==> config.mk <==
export PLATFORM = sky130hd
export DESIGN_NAME = rv_branch_pred
export DESIGN_NICKNAME = d
export VERILOG_FILES = /design/src/rtl/rv_branch_pkg.sv /design/src/rtl/rv_branch_cond.sv /design/src/rtl/rv_branch_pred.sv
export SDC_FILE = /design/constraint.sdc
export NUM_CORES = 1
export LEC_CHECK = 0
export CAP_MARGIN = 20
export CORE_MARGIN = 1.5
export CORE_UTILIZATION = 50
export DETAILED_ROUTE_END_ITERATION = 6
export PLACE_DENSITY = 0.7
export REMOVE_ABC_BUFFERS = 1
export SLEW_MARGIN = 20
export SYNTH_ARGS = -nofsm -noshare
export SYNTH_HDL_FRONTEND = slang
export SYNTH_SLANG_ARGS = --single-unit
==> constraint.sdc <==
create_clock -name clk -period 12.4 [get_ports clk]
set_input_delay 3.1 -clock clk [delete_from_list [all_inputs] [get_ports clk]]
set_output_delay 3.1 -clock clk [all_outputs]
set_load 0.01 [all_outputs]
==> src/rtl/rv_branch_pkg.sv <==
// Shared condition codes and 2-bit predictor state for the branch predictor slice.
// Pure declarations: no logic, no latency, no backpressure.
package rv_branch_pkg;

    localparam logic [3:0] COND_EQ = 4'b0000;
    localparam logic [3:0] COND_NE = 4'b0001;
    localparam logic [3:0] COND_CS = 4'b0010;
    localparam logic [3:0] COND_CC = 4'b0011;
    localparam logic [3:0] COND_GE = 4'b1010;
    localparam logic [3:0] COND_LT = 4'b1011;

    typedef enum logic [1:0] {
        SNT = 2'b00,
        WNT = 2'b01,
        WT  = 2'b10,
        ST  = 2'b11
    } bp_state_e;

    // Saturating up/down step of the 2-bit counter.
    function automatic bp_state_e bp_next_state(input bp_state_e s, input logic taken);
        bp_state_e n;
        n = s;
        if (taken) begin
            if (s != ST) n = bp_state_e'(s + 2'd1);
        end else begin
            if (s != SNT) n = bp_state_e'(s - 2'd1);
        end
        return n;
    endfunction

endpackage

==> src/rtl/rv_branch_cond.sv <==
// Branch condition evaluator: ALU flags x condition code -> holds / code defined.
// Purely combinational, zero latency, no backpressure.
module rv_branch_cond
    import rv_branch_pkg::*;
(
    input  logic [3:0] cond_i,
    input  logic [3:0] flags_i,
    output logic       holds_o,
    output logic       defined_o
);

    logic neg, zero, carry, ovf;
    assign {neg, zero, carry, ovf} = flags_i;

    always_comb begin
        holds_o   = 1'b0;
        defined_o = 1'b1;
        case (cond_i)
            COND_EQ: holds_o = zero;
            COND_NE: holds_o = ~zero;
            COND_CS: holds_o = carry;
            COND_CC: holds_o = ~carry;
            COND_GE: holds_o = (neg == ovf);
            COND_LT: holds_o = (neg != ovf);
            default: defined_o = 1'b0;
        endcase
    end

endmodule

==> src/rtl/rv_branch_pred.sv <==
// BTB + 2-bit predictor with execute-stage resolution; optional RV_BRANCH_PRED_PERF_EN counters.
// Lookup and resolution are combinational; table and counters update on the next clk edge; no backpressure.
module rv_branch_pred
    import rv_branch_pkg::*;
#(
    parameter int XLEN  = 32,
    parameter int DEPTH = 16
) (
    input  logic            clk,
    input  logic            reset_n,
    input  logic [XLEN-1:0] PCF,
    output logic            PredTakenF,
    output logic [XLEN-1:0] PredTargetF,
    input  logic            ValidE,
    input  logic            JumpE,
    input  logic            BranchE,
    input  logic [3:0]      ALUFlags,
    input  logic [3:0]      CondE,
    input  logic [XLEN-1:0] PCE,
    input  logic [XLEN-1:0] PCTargetE,
    input  logic [XLEN-1:0] PCPlus4E,
    input  logic            PredTakenE,
    input  logic [XLEN-1:0] PredTargetE,
    output logic            MispredictE,
    output logic [XLEN-1:0] RedirectPCE,
    output logic            TakenE,
    output logic            IllegalCondE
`ifdef RV_BRANCH_PRED_PERF_EN
    ,
    input  logic            PerfClr,
    output logic [31:0]     BranchCnt,
    output logic [31:0]     MispredCnt
`endif
);

    localparam int IDXW = $clog2(DEPTH);
    localparam int TAGW = XLEN - IDXW - 2;

    logic            valid_q  [DEPTH];
    bp_state_e       state_q  [DEPTH];
    logic [TAGW-1:0] tag_q    [DEPTH];
    logic [XLEN-1:0] tgt_q    [DEPTH];
    logic            isjump_q [DEPTH];

    logic unused_pc_lsbs;
    assign unused_pc_lsbs = ^{PCF[1:0], PCE[1:0]};

    // Fetch-side lookup sees only registered state, so a same-index update is invisible until next cycle.
    logic [IDXW-1:0] idx_f;
    logic [TAGW-1:0] tag_f;
    logic            hit_f;
    logic [1:0]      st_f;

    assign idx_f       = PCF[IDXW+1:2];
    assign tag_f       = PCF[XLEN-1:IDXW+2];
    assign hit_f       = valid_q[idx_f] && (tag_q[idx_f] == tag_f);
    assign st_f        = state_q[idx_f];
    assign PredTakenF  = hit_f & (isjump_q[idx_f] | st_f[1]);
    assign PredTargetF = hit_f ? tgt_q[idx_f] : '0;

    logic cond_holds, cond_defined;

    rv_branch_cond u_cond (
        .cond_i    (CondE),
        .flags_i   (ALUFlags),
        .holds_o   (cond_holds),
        .defined_o (cond_defined)
    );

    assign TakenE       = JumpE | (BranchE & cond_holds);
    assign MispredictE  = ValidE & ((TakenE != PredTakenE) |
                                    (TakenE & (PredTargetE != PCTargetE)));
    assign RedirectPCE  = TakenE ? PCTargetE : PCPlus4E;
    assign IllegalCondE = ValidE & BranchE & ~cond_defined;

    logic [IDXW-1:0] idx_e;
    logic [TAGW-1:0] tag_e;
    logic            upd_en, hit_e, state_wr, tgt_wr;
    bp_state_e       state_d;

    assign idx_e    = PCE[IDXW+1:2];
    assign tag_e    = PCE[XLEN-1:IDXW+2];
    assign upd_en   = ValidE & (BranchE | JumpE);
    assign hit_e    = valid_q[idx_e] && (tag_q[idx_e] == tag_e);
    assign state_wr = upd_en & (hit_e | TakenE);
    assign tgt_wr   = upd_en & TakenE;
    assign state_d  = hit_e ? bp_next_state(state_q[idx_e], TakenE) : WT;

    always_ff @(posedge clk or negedge reset_n) begin
        if (!reset_n) begin
            for (int i = 0; i < DEPTH; i++) begin
                valid_q[i] <= 1'b0;
                state_q[i] <= WNT;
            end
        end else if (state_wr) begin
            valid_q[idx_e] <= 1'b1;
            state_q[idx_e] <= state_d;
        end
    end

    // Payload is meaningless while valid is clear, so it carries no reset.
    always_ff @(posedge clk) begin
        if (tgt_wr) begin
            tag_q[idx_e] <= tag_e;
            tgt_q[idx_e] <= PCTargetE;
            if (!hit_e) isjump_q[idx_e] <= JumpE;
        end
    end

`ifdef RV_BRANCH_PRED_PERF_EN
    logic [31:0] branch_cnt_q, mispred_cnt_q;

    always_ff @(posedge clk or negedge reset_n) begin
        if (!reset_n) begin
            branch_cnt_q  <= '0;
            mispred_cnt_q <= '0;
        end else if (PerfClr) begin
            branch_cnt_q  <= '0;
            mispred_cnt_q <= '0;
        end else begin
            if (upd_en && (branch_cnt_q != '1))       branch_cnt_q  <= branch_cnt_q + 32'd1;
            if (MispredictE && (mispred_cnt_q != '1)) mispred_cnt_q <= mispred_cnt_q + 32'd1;
        end
    end

    assign BranchCnt  = branch_cnt_q;
    assign MispredCnt = mispred_cnt_q;
`endif

endmodule

==> out/summary.txt <==
Number of buffers created by CTS = 101
Wirelength, routed = 112,000 um
Wirelength per Cell = 30.4 um
Max-slew violation count = 0
Vias in the first global route = 24,440
Maximum clock rate = 93.2 MHz
Area of combinational cells with multiple inputs = 0.0129 mm2
Headroom to the max-slew limit = 0.248
Data arrival time at the worst-slack endpoint = 7.63 ns
Post-synthesis to final-layout area growth = 16.1%
Setup repair bufs after CTS = 0
Number of nets in the layout = 2,630
Number of library cell types mapped by synthesis = 60
Crit path kind = input pin to output port
Combinational family with the most area after synthesis = multiplexers
Fraction of the cycle the final worst path needs = 0.865
Dominant register cell in the synthesized netlist = sky130_fd_sc_hd__edfxtp_1
Peak supply drop = 0.137 mV
Number of buffers on the longest clock path = 3
Post-synthesis instance area = 0.0432 mm2
Detailed router's first-iteration violation count = 2,438
Number of sinks handled by clock tree synthesis = 992
TritonCTS clock tree = done
Area share of xor/xnor cells in the synthesized design = 0.0193
Final-layout worst hold slack = 0.497 ns
Most common cell after layout, fill and taps aside = sky130_fd_sc_hd__edfxtp_1
Number of vias per cell after detailed routing = 6.37
Worst Path Required = 9.30 ns
Leading cell types in the layout, fill and taps excluded = 944 x sky130_fd_sc_hd__edfxtp_1, 384 x sky130_fd_sc_hd__mux4_2, 229 x sky130_fd_sc_hd__clkdlybuf4s50_1, 117 x sky130_fd_sc_hd__nand2_1, 101 x sky130_fd_sc_hd__clkbuf_16
Portion of the post-synthesis area used by sequential elements = 0.685
Finished Layout Cells = 3,683
Leftover overflow at the end of global routing = 0
Result of the run = finished clean
Clock H-tree levels = 3
Total die area = 0.0882 mm2
Global-route wire length before repair = 164,000 um
Die Span X = 297 um
Layout cell share with drive strength beyond 1 = 0.250
Final RePlAce weighted congestion = 0.887
Final critical path time including I/O delays and setup = 10.73 ns
Port buffer count = 237
Starting density of the core = 0.506
Slew at the pin closest to its max-slew limit = 1.13 ns
Area used by sequential logic in the layout = 0.0296 mm2
Synth Area in Compound Gates = 0.0266
Via count = 23,478
Synth Area per Inst = 19.8 um2
Worst clock skew = 0.0200 ns
Setup-failing EPs final = 0
Setup repair after global routing missed its margin = no
Chip height = 297 um
Total of warnings raised by yosys = 0
Initial antenna violation count = 4
Multiplexer fraction of the synthesized cell area = 0.218
Post-detailed-route count of antenna-violating nets = 0
Tot GR Track Use = 0.254
Placed cell count = 3,497
Highest fanout seen on the critical path = 50
Proportion of register bits with asynchronous set or reset after synthesis = 0.0484
Startpoint kind of the worst setup timing path = input pin
Cell Rows = 107
Cts repair resizes = 0
Count of hold-fix buffers inserted at cts = 0
I/O pin count = 242
Overall power of the completed layout = 0.00723 W
Count of fill cells added during filler insertion = 6,310
DRC Markers = 0
Max-cap violations = 0
Number of flops mapped to enable cells by yosys = 944
Cells after synthesis = 2,182
Flip-flop and latch count after synthesis = 992
CP endpoint kind = output port
First-pass iteration count of the detailed router = 5
Simple logic cell fraction of the synthesized area = 0.0331
Clk_lat worst skew = 0.66 ns
Maximum number of pins on one net before global-route repair = 90
Root Driver = sky130_fd_sc_hd__clkbuf_16
Clock-pin slew reported for the worst setup and hold paths after clock tree synthesis = 0.06 ns
Setup TNS = 0 ns
Standby leakage power = 16.1 nW
Final design utilization = 0.587
Final hold violations = 0
Adder and majority gate portion of the synthesized area = 0.000232
Power density normalized to cell area = 144 mW/mm2
HPWL after detailed placement = 63,100 um
Total core area = 0.0854 mm2
Path class of the lowest-slack min-delay path = register to register
## path summary, 6_finish.rpt
check,to,depth (start not counted),slack [ns],from
min in group asynchronous,state_q[31],1,2.47,reset_n
hold / removal,valid_q[10],1,0.50,valid_q[10]
hold reg to reg,valid_q[10],1,0.50,valid_q[10]
max in group asynchronous,state_q[17],1,9.52,reset_n
setup / recovery,PredTargetF[0],10,1.67,PCF[2]
setup reg to reg,state_q[18],10,8.61,tag_q[15][24]
## sequential cells by signal, indices dropped and copies added (netlist names)
register  flops
valid_q      16
tag_q       416
isjump_q     16
tgt_q       512
state_q      32
## layout make-up
cell class / instances / share of cell area
timing repair buffer: 302 / 0.0581
multi-input combinational: 1026 / 0.258
inverter: 33 / 0.00247
antenna: 4 / 0.000200
sequential: 992 / 0.590
tap: 1144 / 0.0285
clock buffer: 133 / 0.0532
clock inverter: 49 / 0.00988
## report_power, final
| part | leakage [nW] | switching (W) | total [W] | internal [W] |
|---|---|---|---|---|
| registers | 8.99 | 0.0000219 | 0.00374 | 0.00372 |
| logic | 5.55 | 0.000310 | 0.000589 | 0.000278 |
| clock network | 1.52 | 0.00126 | 0.00290 | 0.00164 |
## per-layer routing
layer | GRT usage | share of wire | up-vias | wire [um]
met5 | 0 | 0.00020 | - | 22
met4 | 0.0825 | 0.031 | 4 | 3450
met3 | 0.0380 | 0.072 | 215 | 8070
met2 | 0.423 | 0.50 | 1181 | 56300
met1 | 0.349 | 0.39 | 12444 | 44100
li1 | - | - | 9634 | -
## cell families after synthesis
group                      after synthesis
AOI/OAI and AO/OA                      168
xor gates and xnor gates                95
adders and majority gates                1
buffers and inverters                  164
DFF                                    992
muxes                                  460
and+or+nand+nor                        302
## synth_stat cells (all sizes together) (34+ instances only)
| library cell | n | area [um2] |
|---|---|---|
| nand2 | 117 | 439 |
| a22oi | 34 | 260 |
| buf | 72 | 443 |
| nor2 | 51 | 191 |
| xnor2 | 61 | 534 |
| nor2b | 39 | 244 |
| edfxtp | 944 | 28300 |
| mux2i | 69 | 691 |
| xor2 | 34 | 298 |
| mux4 | 384 | 8650 |
| clkbuf | 59 | 221 |
| o21ai | 43 | 215 |
## per-stage QoR
step | worst slack (ns) | instance area, um2
after floorplan | 2.06 | 42500
after global placement | 1.87 | 47000
after detailed placement | 1.84 | 47000
after CTS | 1.81 | 50100
after global routing | 1.48 | 50100
final | 1.67 | 50200
## worst max-delay path, stage by stage
cell	delay, ns
sky130_fd_sc_hd__buf_8	0.40
sky130_fd_sc_hd__buf_12	0.39
sky130_fd_sc_hd__mux4_2	0.56
sky130_fd_sc_hd__mux4_2	0.52
sky130_fd_sc_hd__xor2_1	0.16
sky130_fd_sc_hd__nor4_1	0.73
sky130_fd_sc_hd__nand4_1	0.40
sky130_fd_sc_hd__buf_4	0.40
sky130_fd_sc_hd__nor2b_1	0.21
sky130_fd_sc_hd__clkdlybuf4s50_1	0.56
(Power assumes the default switching activity.)
